**src/rtl/mips_multicycle_control.sv**
```systemverilog
// Main control FSM for the multicycle MIPS core.
// Ports: clk, reset (sync, active-high), opcode/zero/mem_ready in;
//   datapath selects, write strobes, instr_done, illegal_op and state out.
module mips_multicycle_control (
  input  logic       clk,
  input  logic       reset,
  input  logic [5:0] opcode,
  input  logic       zero,
  input  logic       mem_ready,
  output logic       mem_req,
  output logic       IorD,
  output logic       MemWrite,
  output logic       IRWrite,
  output logic       PCWrite,
  output logic [1:0] PCSrc,
  output logic       ALUSrcA,
  output logic [1:0] ALUSrcB,
  output logic       ext_zero,
  output logic [2:0] ALUop,
  output logic       RegDst,
  output logic       MemtoReg,
  output logic       RegWrite,
  output logic       instr_done,
  output logic       illegal_op,
  output logic [3:0] state
);

  localparam logic [5:0] OP_R    = 6'b000000;
  localparam logic [5:0] OP_LW   = 6'b100011;
  localparam logic [5:0] OP_SW   = 6'b101011;
  localparam logic [5:0] OP_BEQ  = 6'b000100;
  localparam logic [5:0] OP_BNE  = 6'b000101;
  localparam logic [5:0] OP_ADDI = 6'b001000;
  localparam logic [5:0] OP_ANDI = 6'b001100;
  localparam logic [5:0] OP_ORI  = 6'b001101;
  localparam logic [5:0] OP_J    = 6'b000010;

  localparam logic [2:0] ALU_ADD = 3'b000;
  localparam logic [2:0] ALU_SUB = 3'b001;
  localparam logic [2:0] ALU_FN  = 3'b010;
  localparam logic [2:0] ALU_AND = 3'b011;
  localparam logic [2:0] ALU_OR  = 3'b100;

  typedef enum logic [3:0] {
    S_FETCH  = 4'd0,
    S_DECODE = 4'd1,
    S_MEMADR = 4'd2,
    S_MEMRD  = 4'd3,
    S_MEMWB  = 4'd4,
    S_MEMWR  = 4'd5,
    S_EXEC   = 4'd6,
    S_ALUWB  = 4'd7,
    S_BRANCH = 4'd8,
    S_IEXEC  = 4'd9,
    S_IWB    = 4'd10,
    S_JUMP   = 4'd11
  } state_t;

  state_t     cur;
  state_t     nxt;
  logic [5:0] op_q;

  always_ff @(posedge clk) begin
    if (reset) begin
      cur  <= S_FETCH;
      op_q <= '0;
    end else begin
      cur <= nxt;
      if (cur == S_DECODE)
        op_q <= opcode;
    end
  end

  assign state = cur;

  always_comb begin
    nxt        = S_FETCH;
    mem_req    = 1'b0;
    IorD       = 1'b0;
    MemWrite   = 1'b0;
    IRWrite    = 1'b0;
    PCWrite    = 1'b0;
    PCSrc      = 2'b00;
    ALUSrcA    = 1'b0;
    ALUSrcB    = 2'b00;
    ext_zero   = 1'b0;
    ALUop      = ALU_ADD;
    RegDst     = 1'b0;
    MemtoReg   = 1'b0;
    RegWrite   = 1'b0;
    instr_done = 1'b0;
    illegal_op = 1'b0;

    unique case (cur)
      S_FETCH: begin
        mem_req = 1'b1;
        ALUSrcB = 2'b01;
        IRWrite = mem_ready;
        PCWrite = mem_ready;
        nxt     = mem_ready ? S_DECODE : S_FETCH;
      end
      S_DECODE: begin
        // Speculative branch target lands in ALUOut.
        ALUSrcB = 2'b11;
        unique case (opcode)
          OP_LW, OP_SW:            nxt = S_MEMADR;
          OP_R:                    nxt = S_EXEC;
          OP_BEQ, OP_BNE:          nxt = S_BRANCH;
          OP_ADDI, OP_ANDI, OP_ORI: nxt = S_IEXEC;
          OP_J:                    nxt = S_JUMP;
          default: begin
            nxt        = S_FETCH;
            illegal_op = 1'b1;
          end
        endcase
      end
      S_MEMADR: begin
        ALUSrcA = 1'b1;
        ALUSrcB = 2'b10;
        nxt     = (op_q == OP_SW) ? S_MEMWR : S_MEMRD;
      end
      S_MEMRD: begin
        mem_req = 1'b1;
        IorD    = 1'b1;
        nxt     = mem_ready ? S_MEMWB : S_MEMRD;
      end
      S_MEMWB: begin
        MemtoReg   = 1'b1;
        RegWrite   = 1'b1;
        instr_done = 1'b1;
      end
      S_MEMWR: begin
        // Strobe held for every stalled cycle until memory accepts.
        mem_req    = 1'b1;
        IorD       = 1'b1;
        MemWrite   = 1'b1;
        instr_done = mem_ready;
        nxt        = mem_ready ? S_FETCH : S_MEMWR;
      end
      S_EXEC: begin
        ALUSrcA = 1'b1;
        ALUop   = ALU_FN;
        nxt     = S_ALUWB;
      end
      S_ALUWB: begin
        RegDst     = 1'b1;
        RegWrite   = 1'b1;
        instr_done = 1'b1;
      end
      S_BRANCH: begin
        ALUSrcA    = 1'b1;
        ALUop      = ALU_SUB;
        PCSrc      = 2'b01;
        PCWrite    = ((op_q == OP_BEQ) & zero) |
                     ((op_q == OP_BNE) & ~zero);
        instr_done = 1'b1;
      end
      S_IEXEC: begin
        ALUSrcA = 1'b1;
        ALUSrcB = 2'b10;
        unique case (1'b1)
          op_q == OP_ANDI: begin
            ALUop    = ALU_AND;
            ext_zero = 1'b1;
          end
          op_q == OP_ORI: begin
            ALUop    = ALU_OR;
            ext_zero = 1'b1;
          end
          default: ALUop = ALU_ADD;
        endcase
        nxt = S_IWB;
      end
      S_IWB: begin
        RegWrite   = 1'b1;
        instr_done = 1'b1;
      end
      S_JUMP: begin
        PCSrc      = 2'b10;
        PCWrite    = 1'b1;
        instr_done = 1'b1;
      end
      default: nxt = S_FETCH;
    endcase

    // Reset aborts whatever was in flight: show fetch selects, no strobes.
    if (reset) begin
      nxt        = S_FETCH;
      mem_req    = 1'b0;
      IorD       = 1'b0;
      MemWrite   = 1'b0;
      IRWrite    = 1'b0;
      PCWrite    = 1'b0;
      PCSrc      = 2'b00;
      ALUSrcA    = 1'b0;
      ALUSrcB    = 2'b01;
      ext_zero   = 1'b0;
      ALUop      = ALU_ADD;
      RegDst     = 1'b0;
      MemtoReg   = 1'b0;
      RegWrite   = 1'b0;
      instr_done = 1'b0;
      illegal_op = 1'b0;
    end
  end

endmodule

```
**config.mk**
```make
export PLATFORM = sky130hd
export DESIGN_NAME = mips_multicycle_control
export DESIGN_NICKNAME = d
export VERILOG_FILES = /design/src/rtl/mips_multicycle_control.sv
export SDC_FILE = /design/constraint.sdc
export NUM_CORES = 1
export LEC_CHECK = 0
export ABC_AREA = 1
export CORE_MARGIN = 4
export CORE_UTILIZATION = 42
export CTS_CLUSTER_DIAMETER = 150
export DETAILED_ROUTE_END_ITERATION = 8
export PLACE_DENSITY_LB_ADDON = 0.25
export SLEW_MARGIN = 20
export SYNTH_ARGS = -nofsm -noshare
export SYNTH_HDL_FRONTEND = slang
export SYNTH_SLANG_ARGS = --single-unit
```
**constraint.sdc**
```tcl
create_clock -name clk -period 1.48 [get_ports clk]
set_clock_uncertainty 0.2 [all_clocks]
set_input_delay 0.148 -clock clk [delete_from_list [all_inputs] [get_ports clk]]
set_output_delay 0.148 -clock clk [all_outputs]
set_load 0.05 [all_outputs]
```
==> results of run 1 <==
==> stage by stage <==
stage / instance area (µm²) / TNS, ns / worst slack (ns) / hold WS [ns] / std cells
after floorplan: 1044 / -1.987 / -0.2769 / 0.08291 / 150
after global placement: 1769 / -2.504 / -0.2260 / 0.3093 / 231
==> cell families after synthesis <==
family,share of synthesized area
AOI/OAI and AO/OA,0.1742
buffers and inverters,0.1515
DFF,0.2424
and+or+nand+nor,0.4318
==> impl_metrics.json, run 1 <==
{
  "status": "stopped before the end",
  "stop_stage": "detailed placement",
  "error": "[ERROR DPL-0033] detailed placement checks failed during check placement.",
  "synth-main-ff-cell": "dfxtp_1",
  "num_io_pins": 33,
  "die-width_um": 52.34,
  "ys_warn_count": 0,
  "chipHeight_um": 52.34,
  "seq_area_frac_synth": 0.2424,
  "start_util": 0.4583,
  "place_congestion": 0.8573,
  "rows": 15,
  "synth_common_cells": "nor2_1 (35), inv_1 (26), nand2_1 (22)",
  "synth_top_area_frac": 0.2424,
  "yosysMostFrequentCell": "nor2_1",
  "synthTopCellsByArea": "dfxtp_1 (24%), nor2_1 (16%), inv_1 (12%), nand2_1 (10%), a21oi_1 (9.1%)",
  "avgSynthCellArea_um2": 5.505,
  "port_buffers": 32,
  "synth_area_um2": 825.8,
  "synth.distinct_cells": 19,
  "syn_inst": 150,
  "synth-edff-count": 0,
  "ys_ff_latch": 10,
  "syn_nets": 160,
  "dp_hpwl_um": 3828,
  "yosys.area.top_type": "dfxtp_1",
  "async_reset_ff_frac": 0
}
==> run 2, diff against run 1 <==
--- a/config.mk
+++ b/config.mk
@@ -6,11 +6,10 @@
 export NUM_CORES = 1
 export LEC_CHECK = 0
 export ABC_AREA = 1
-export CORE_MARGIN = 4
-export CORE_UTILIZATION = 42
-export CTS_CLUSTER_DIAMETER = 150
+export CORE_AREA = 4 4 65 67
 export DETAILED_ROUTE_END_ITERATION = 8
-export PLACE_DENSITY_LB_ADDON = 0.25
+export DIE_AREA = 0 0 69 71
+export PLACE_DENSITY_LB_ADDON = 0.15
 export SLEW_MARGIN = 20
 export SYNTH_ARGS = -nofsm -noshare
 export SYNTH_HDL_FRONTEND = slang
==> run 2 against run 1 <==
The flow now finishes, with violations (negative setup slack). Synthesized cell count unchanged. Synthesized area unchanged.
==> impl_metrics.json, run 2 <==
{
  "clock_latency_ns": 0.23,
  "place_congestion": 0.8239,
  "fill_cells": 323,
  "num_io_pins": 33,
  "dp_hpwl_um": 2544,
  "start_kind": "register",
  "path_class": "register to primary output",
  "drive_gt1_frac": 0.6356,
  "dieArea_um2": 4899,
  "worst_pin_slew_ns": 0.2712,
  "dp_slack_ns": -0.2887,
  "crit_end": "ALUSrcB[1]",
  "wl_per_cell_um": 12.63,
  "finalHoldViolations": 0,
  "period_share": 1.253,
  "multi_input_area_um2": 869.6,
  "port_buffers": 32,
  "arrival_ns": 1.51,
  "final_cell_mix": "buf_4 (40), buf_12 (21), nor2_4 (18), nor2_1 (18)",
  "core_um2": 3633,
  "r2r_start": "state[2]",
  "overflow": 0,
  "yosys.area.top_type": "dfxtp_1",
  "clkTransAtPathRegs_ns": 0.05,
  "track_usage": 0.1426,
  "avgSynthCellArea_um2": 5.505,
  "power_per_cell_area_nw_per_um2": 457.4,
  "total_power_mw": 1.050,
  "cts_buffer_depth": 2,
  "top_register": "op_q",
  "area_growth_pct": 177.9,
  "cts_buffers": 3,
  "synth-main-ff-cell": "dfxtp_1",
  "ys_ff_latch": 10,
  "rows": 22,
  "async_reset_ff_frac": 0,
  "drtAntennaViolNets": 0,
  "synth_area_um2": 825.8,
  "critPathMaxStageDelay_ns": 0.36,
  "hold_path.class": "primary input to register",
  "syn_inst": 150,
  "final_util": 0.6315,
  "htree_levels": 1,
  "vias": 1302,
  "numClockSinks": 10,
  "drc": 0,
  "cts_root_buf": "clkbuf_8",
  "grt_first_pass_wirelength_um": 5934,
  "post-route-min-period_ns": 1.854,
  "leakagePower_nw": 1.001,
  "synth_common_cells": "nor2_1 (35), inv_1 (26), nand2_1 (22)",
  "synthTopCellsByArea": "dfxtp_1 (24%), nor2_1 (16%), inv_1 (12%), nand2_1 (10%), a21oi_1 (9.1%)",
  "synth.distinct_cells": 19,
  "first_global_vias": 1365,
  "seq_area_um2": 215.2,
  "setup_viol": 29,
  "drtIter0Drc": 82,
  "cp_cell_sequence": "buf_12, nor2_4, inv_4, nor2_4, inv_2, a31oi_4, buf_12",
  "die-width_um": 69,
  "largest_reg_flops": 6,
  "hold_slack_ns": 0.1605,
  "chipHeight_um": 71,
  "synth_top_area_frac": 0.2424,
  "cp-end-kind": "primary output",
  "cap_violations": 0,
  "maxSlewViolCount": 0,
  "finalNetCount": 247,
  "cp_max_fo": 3,
  "fmax_mhz": 539.3,
  "final_common_cell": "buf_4",
  "diodes": 0,
  "start_util": 0.2273,
  "syn_nets": 160,
  "status": "finished, violations left",
  "cts_tree": "yes",
  "drt_wl_total_um": 3587,
  "ir_drop_mv": 0.5227,
  "ys_warn_count": 0,
  "failed_checks": "negative setup slack",
  "reg2reg_depth": 11,
  "post_drt_via_cell_ratio": 4.585,
  "seq_area_frac_synth": 0.2424,
  "antenna_found_initial": 0,
  "yosysMostFrequentCell": "nor2_1",
  "firstDrtPassIters": 4,
  "reg2reg_to": "state[3]",
  "worst_path_max_delay_cell": "dfxtp_4",
  "slew_headroom": 0.8185,
  "grt_max_degree": 15,
  "crit_start": "state[2]",
  "cp_data_required_time_ns": 1.13,
  "rrSetupSlack_ns": -0.32,
  "rsz0062_at_grt": "true",
  "fin_ws_ns": -0.3743,
  "synth-edff-count": 0
}
-- run 2: cell counts after synthesis --
No cell type changed its count.
-- run 2: cell type report --
cell class                 count  share of cell area
clock buffer                   4             0.02399
timing repair buffer          85              0.4242
tap                           48             0.02617
sequential                    10             0.09378
multi-input combinational    109              0.3790
inverter                      28             0.05289
-- run 2: timing repair --
| item | 4_1_cts | 5_1_grt |
|---|---|---|
| pin swaps | 17 | 14 |
| gates cloned | 0 | 1 |
| setup endpoints to repair | 21 | 29 |
| resized for setup | 52 | 31 |
| hold buffers | 0 | 0 |
| setup buffers | 11 | 13 |
-- run 2: kinds of logic (layout without fill, tap and decap cells) --
family,after synthesis,in the layout,share of synthesized area
DFF,10,10,0.2424
AOI/OAI and AO/OA,28,28,0.1742
buffers and inverters,31,117,0.1515
and+or+nand+nor,81,81,0.4318
-- run 2: worst min path at each step --
stage | to | depth (start not counted) | start
floorplan | op_q[4] | 2 | opcode[4]
global placement | op_q[3] | 2 | op_q[3]
detailed placement | op_q[3] | 2 | op_q[3]
CTS | op_q[4] | 3 | opcode[4]
global route | op_q[4] | 3 | opcode[4]
finish | op_q[4] | 3 | opcode[4]
-- run 2: per-layer routing --
metal / GRT usage / up-vias / routed length (µm)
met5: 0 / - / 0
met4: 0.04772 / 0 / 68
met3: 0.02983 / 8 / 131
met2: 0.2691 / 36 / 1987
met1: 0.1578 / 606 / 1399
li1: - / 652 / -
-- run 2: where the power goes --
part / switching [mW] / internal (mW) / total, mW
registers: 0.0221 / 0.282 / 0.304
clock network: 0.106 / 0.234 / 0.339
logic: 0.212 / 0.194 / 0.406
total: 0.340 / 0.710 / 1.05
-- run 2: stage by stage --
step	TNS (ns)	area [µm²]	cells
final	-7.072	2295	284
after global routing	-8.825	2295	284
after CTS	-5.477	2135	275
after detailed placement	-2.686	1843	260
after global placement	-2.483	1843	260
after floorplan	-1.987	1044	150
-- run 2: worst max-delay path, delay by kind of cell (launching register included) --
kind / cells / cell delay, ns
flops: 1 / 0.36
buf+inv: 4 / 0.43
compound gates: 1 / 0.21
simple gates: 2 / 0.27
No activity file was read; power rests on OpenSTA's default activity.
